`src/rtl/debounce_pkg.sv`:
```
// Shared definitions for the two-channel switch debouncer.
// Holds the per-channel FSM state encodings and the default debounce length.
package debounce_pkg;

   typedef enum logic [1:0] {
      STABLE_LO = 2'b00,
      WAIT_HI   = 2'b01,
      STABLE_HI = 2'b10,
      WAIT_LO   = 2'b11
   } deb_state_t;

   // 10 ms at 50 MHz
   localparam int unsigned DEFAULT_DEBOUNCE_CYCLES = 500000;

endpackage

```
`src/rtl/debounce_channel.sv`:
```
// One debounce channel: two-flop synchronizer, accept/reject FSM with a
// saturating hold counter, registered level and single-cycle edge pulses.
module debounce_channel
   import debounce_pkg::*;
#(
   parameter int unsigned DEBOUNCE_CYCLES = DEFAULT_DEBOUNCE_CYCLES
) (
   input  logic clk,
   input  logic rst_n,
   input  logic sw,
   output logic level,
   output logic rise,
   output logic fall
);

   localparam int CW = $clog2(DEBOUNCE_CYCLES);
   localparam logic [CW-1:0] CNT_MAX = CW'(DEBOUNCE_CYCLES - 1);

   logic          sync_meta;
   logic          sync_q;
   deb_state_t    state;
   logic [CW-1:0] count;

   always_ff @(posedge clk or negedge rst_n) begin
      if (!rst_n) begin
         sync_meta <= 1'b0;
         sync_q    <= 1'b0;
         state     <= STABLE_LO;
         count     <= '0;
         level     <= 1'b0;
         rise      <= 1'b0;
         fall      <= 1'b0;
      end else begin
         sync_meta <= sw;
         sync_q    <= sync_meta;
         rise      <= 1'b0;
         fall      <= 1'b0;
         case (state)
            STABLE_LO: begin
               if (sync_q) begin
                  state <= WAIT_HI;
                  count <= '0;
               end
            end
            WAIT_HI: begin
               if (!sync_q) begin
                  state <= STABLE_LO;
                  count <= '0;
               end else if (count == CNT_MAX) begin
                  // Level has held long enough: commit and pulse on the same edge
                  state <= STABLE_HI;
                  count <= '0;
                  level <= 1'b1;
                  rise  <= 1'b1;
               end else begin
                  count <= count + CW'(1);
               end
            end
            STABLE_HI: begin
               if (!sync_q) begin
                  state <= WAIT_LO;
                  count <= '0;
               end
            end
            WAIT_LO: begin
               if (sync_q) begin
                  state <= STABLE_HI;
                  count <= '0;
               end else if (count == CNT_MAX) begin
                  state <= STABLE_LO;
                  count <= '0;
                  level <= 1'b0;
                  fall  <= 1'b1;
               end else begin
                  count <= count + CW'(1);
               end
            end
            default: begin
               state <= STABLE_LO;
               count <= '0;
            end
         endcase
      end
   end

endmodule

```
`src/rtl/switch_debouncer.sv`:
```
// Two independent debounced switch channels (A = bit 0, B = bit 1) feeding
// the logic-gate stage, with per-channel rise/fall pulses.
module switch_debouncer
   import debounce_pkg::*;
#(
   parameter int unsigned DEBOUNCE_CYCLES = DEFAULT_DEBOUNCE_CYCLES
) (
   input  logic       clk_in,
   input  logic       rst_n_in,
   input  logic [1:0] sw_in,
   output logic       a_out,
   output logic       b_out,
   output logic [1:0] rise_out,
   output logic [1:0] fall_out
);

   logic [1:0] level;

   generate
      for (genvar gi = 0; gi < 2; gi++) begin : g_chan
         debounce_channel #(
            .DEBOUNCE_CYCLES(DEBOUNCE_CYCLES)
         ) u_chan (
            .clk  (clk_in),
            .rst_n(rst_n_in),
            .sw   (sw_in[gi]),
            .level(level[gi]),
            .rise (rise_out[gi]),
            .fall (fall_out[gi])
         );
      end
   endgenerate

   assign a_out = level[0];
   assign b_out = level[1];

endmodule

```
`config.mk`:
```
export PLATFORM = sky130hd
export DESIGN_NAME = switch_debouncer
export DESIGN_NICKNAME = d
export VERILOG_FILES = /design/src/rtl/debounce_pkg.sv /design/src/rtl/debounce_channel.sv /design/src/rtl/switch_debouncer.sv
export SDC_FILE = /design/constraint.sdc
export NUM_CORES = 1
export LEC_CHECK = 0
export BUFFER_PORTS_ARGS = -buffer_cell sky130_fd_sc_hd__buf_4
export CORE_ASPECT_RATIO = 1.5
export CORE_MARGIN = 2
export CORE_UTILIZATION = 43
export CTS_CLUSTER_DIAMETER = 30
export DETAILED_ROUTE_END_ITERATION = 16
export MAX_ROUTING_LAYER = met4
export SYNTH_ARGS = -nofsm -noshare
export SYNTH_HDL_FRONTEND = slang
export SYNTH_HIERARCHICAL = 1
export SYNTH_SLANG_ARGS = --single-unit
```
`constraint.sdc`:
```
create_clock -name clk_in -period 5.7 [get_ports clk_in]
set_input_delay 0.285 -clock clk_in [delete_from_list [all_inputs] [get_ports clk_in]]
set_output_delay 0.285 -clock clk_in [all_outputs]
set_load 0.03 [all_outputs]
```
==> results.md <==
STA:
- At the pin with the least slew margin, the transition time is roughly 1.1 ns.
- The worst-case hold slack is 0.0000943 ns.
- The final cycle utilization of the critical path is 38.4%.
- The number of failing hold endpoints at the final stage is 0.
- Static timing analysis puts the maximum clock frequency at 457 MHz.
- The final setup violation count is 0.
- Setup repair after global routing left no endpoint under its margin.
- In this run the tightest slew margin relative to its limit is 24.4%.
- The clock period minus final worst setup slack is 2.19 ns.
- For the final database, setup skew stands at 0.00840 ns.
- Adding up every negative setup slack in the final design gives 0 ns.
- The final setup slack of the worst path is 3.51 ns.
- The number of pins exceeding their max-slew limit in the final report is 0.

Clock tree:
- After clock tree synthesis, the clock-pin slew on the worst setup and hold paths is 0.09 ns.
- For this design, the CTS-stage hold fixing added 0 buffers.
- No sink is reached through more buffers than the 2 on the longest clock path.
- The number of H-tree levels is 2.
- In this run the post-CTS setup repair buffer count came out at 0.
- The number of buffers inserted during clock tree synthesis is 5.
- The clock tree from TritonCTS is done.
- Clock tree synthesis selected as its root buffer the cell clkbuf_8.
- The clock reaches the later pin of the worst-skew pair after 0.30 ns.
- After clock tree synthesis, the repair step resized 0 gates.
- For this design, the sink count on the clock tree is 52.

Logic synthesis:
- The cell type contributing the most total cell area after synthesis is dfrtp_1.
- The gate count after technology mapping is 283.
- For this run, asynchronously set or reset flops after synthesis account for 100%.
- The yosys synthesis warning count is 6.
- The number of nets in the synthesized netlist is about 290.
- The most instantiated library cell after synthesis is dfrtp_1.
- The number of different library cells used by synthesis comes to 54.
- Yosys mapped a number of flops with a built-in enable equal to 0.
- By area the synthesized netlist is led by dfrtp_1 (48%), nand3_1 (5.4%), nand2_1 (4.7%).
- In the synthesized netlist, the cells that appear most often are dfrtp_1 (52), nand2_1 (34), nand3_1 (29), a21oi_1 (15).
- For this run, the leading register cell type out of synthesis is dfrtp_1.
- The flip-flop and latch count after synthesis is 52.
- The sequential cell area fraction in the yosys report is 48.3%.
- The average instance area after synthesis is 9.51 µm².
- The area share of the largest cell type after synthesis is 48.3%.
- The cell area after synthesis is 2690 µm².

Final layout:
- The finished cells cover 2900 µm².
- The number of antenna diodes in the final layout is 0.
- The storage element area is around 1300 µm².
- The area of combinational cells with multiple inputs is 1290 µm².
- Counting the fill cells in the layout gives 585.
- The signed area change from the synthesized netlist to the final layout is 7.86%.
- Cells fill roughly 48% of the core in the end.
- The final-stage net count is 296.
- The post-route netlist has 11.3% of its cells at a drive strength greater than 1.
- The final cell count without fillers is 365.

GRT:
- The sum of overflow across all layers after global routing is 0.
- The via count of the first global-routing pass was between 2000 and 2500.
- Global routing consumed, on the met1 layer, 21.2% of the routing resources.
- The total routing resource utilization after global routing is 19.0%.
- After global routing, the most crowded layer is met2.
- The first global-routing pass estimated 9780 µm of wire.
- The met2 capacity usage during global routing is 33.8%.
- For this run, global-route usage on met3 was measured as 3.02%.
- The largest net degree at the start of global routing is 53.
- The number of antenna violations at the first check in global routing is 0.

Setup path:
- The maximum fanout encountered on the critical timing path is 11.
- The family of cells with the greatest summed delay on the critical path is simple AND/OR/NAND/NOR gates.
- At the worst endpoint, the required time is slightly below 6 ns.
- The reg-to-reg critical path startpoint is g_chan[0].u_chan/count[5].
- The worst endpoint data arrival time is 2.38 ns.
- Traced cell by cell, the critical path runs through or4b_4 -> nor4_4 -> a21o_1 -> o21ai_1 -> a21o_1.
- The kind of capture point of the worst setup path is a flop.
- The kind of launch point of the worst setup path is a flop.
- In this run the critical register-to-register path is captured at g_chan[0].u_chan/count[8].
- The worst register-to-register path has a setup slack of 3.51 ns.
- Counting cells, the worst reg-to-reg path comes to 5.
- The library cell appearing most often on the critical path is a21o_1.
- The worst setup path is of the flop to flop kind.
- For this run, the slowest stage of the critical path takes 0.57 ns.
- The sum of buffers and inverters on the critical path is 0.
- The slowest cell on the critical path is or4b_4.

Power:
- Power spread over the standard cell area amounts to 227 nW/µm².
- The completed layout was analyzed and its total power is around 660 µW.
- The worst-case IR drop observed on VDD is between 0.15 and 0.2 mV.
- The standby leakage power is roughly 1.3 nW.

Min path:
- The tightest min-delay check is of the input port to async pin type.

Placed design:
- The placed instances occupy a cell area of 2800 µm².
- Routability-driven placement finished with a final weighted congestion of 0.751.
- The number of port buffers is 9.
- The pre-CTS worst setup slack is 3.55 ns.
- Counting tap cells, the placed design contains a total of 357 instances.
- Once detailed placement completed, the half-perimeter wirelength came to between 3000 and 4000 µm.

Outcome:
- The run finished with clean final reports.

Die:
- The number of placement rows is 35.
- The I/O pin count is 10.
- The total area inside the core boundary comes to 6090 µm².
- The die is just over 100 µm tall.
- The floorplan step defined a die boundary enclosing 6920 µm².
- The initial utilization of the core area, before any placement, comes to 44.2%.
- The x dimension of the die is between 60 and 70 µm.

Flow run:
- The max capacitance violation total is 0.

Detailed routing:
- After detailed routing, the average wire length per cell comes to 15.5 µm.
- The DRC violations left is 0.
- The first routing iteration left 117 violations.
- Summed over all layers, the routed wires come to 5650 µm.
- The first TritonRoute pass finished after 4 iterations.
- In the routed layout, each cell is associated on average with a via count of 5.80.
- The number of vias in the routed layout is 2116.
- The detail route stage leaves a number of antenna-violating nets equal to 0.
[how the worst max path moves through the flow]
stage | startpoint | end | slack, ns | cells past startpoint
4_1_cts | g_chan[0].u_chan/count[5] | g_chan[0].u_chan/count[8] | 3.53 | 5
5_1_grt | g_chan[1].u_chan/count[0] | g_chan[1].u_chan/count[14] | 3.34 | 6
3_5_place_dp | g_chan[0].u_chan/count[5] | g_chan[0].u_chan/count[13] | 3.55 | 5
2_1_floorplan | g_chan[0].u_chan/count[5] | g_chan[0].u_chan/count[11] | 3.76 | 6
6_report | g_chan[0].u_chan/count[5] | g_chan[0].u_chan/count[8] | 3.51 | 5
3_3_place_gp | g_chan[0].u_chan/count[5] | g_chan[0].u_chan/count[11] | 3.57 | 5
[cells in the final DEF (no fill, tap or decap), types with 3 or more instances in the layout]
cell type  netlist  final
dfrtp_1         52     52
and3_1           7      7
nor4_1           3      3
nand3_1         29     29
nand2_1         34     34
o31ai_1          3      3
nand4_1         10     10
and4_1           3      3
nor2_1          13     13
inv_1           10     10
a21o_1           7      7
a21oi_1         15     15
o21ai_0         13     13
clkbuf_8         0      5
and2_1           5      5
o311ai_0         4      4
a22o_1           3      3
buf_4            2     10
nor3b_1          4      4
xor2_1           3      3
o21ai_1          4      4
nor3_1           9      9
or3_1            9      9
[routing by layer]
layer	part of all wire (%)	vias up
met2	56	14
met3	1.5	6
li1	-	1048
met5	0	-
met4	1.3	0
met1	41	1048
[logic make-up after synthesis]
group	synth area share [%]
XOR/XNOR	1.58
AO/OA/AOI/OAI	15.4
multiplexers	1.58
adder cells (fa/ha/maj)	0.930
buffers and inverters	3.77
AND/OR/NAND/NOR	28.4
flip-flops	48.3
[registers in the layout (all words and copies together), names as in the netlist, named ones only]
register                 cells
g_chan.u_chan/level          2
g_chan.u_chan/rise           2
g_chan.u_chan/fall           2
g_chan.u_chan/sync_q         2
g_chan.u_chan/sync_meta      2
g_chan.u_chan/count         38
g_chan.u_chan/state          2
[area by class of cell]
cell class                 count  area share [%]
clock buffer                   6            2.50
sequential                    52            44.8
inverter                      10            1.29
timing repair buffer          10            2.59
clock inverter                 2            1.21
multi-input combinational    211            44.4
tap                           74            3.19
[where the power goes]
group / switching (mW) / internal [mW]
clock network: 0.115 / 0.130
logic: 0.0258 / 0.0104
registers: 0.00472 / 0.373
total: 0.146 / 0.514
(Power assumes the default switching activity.)
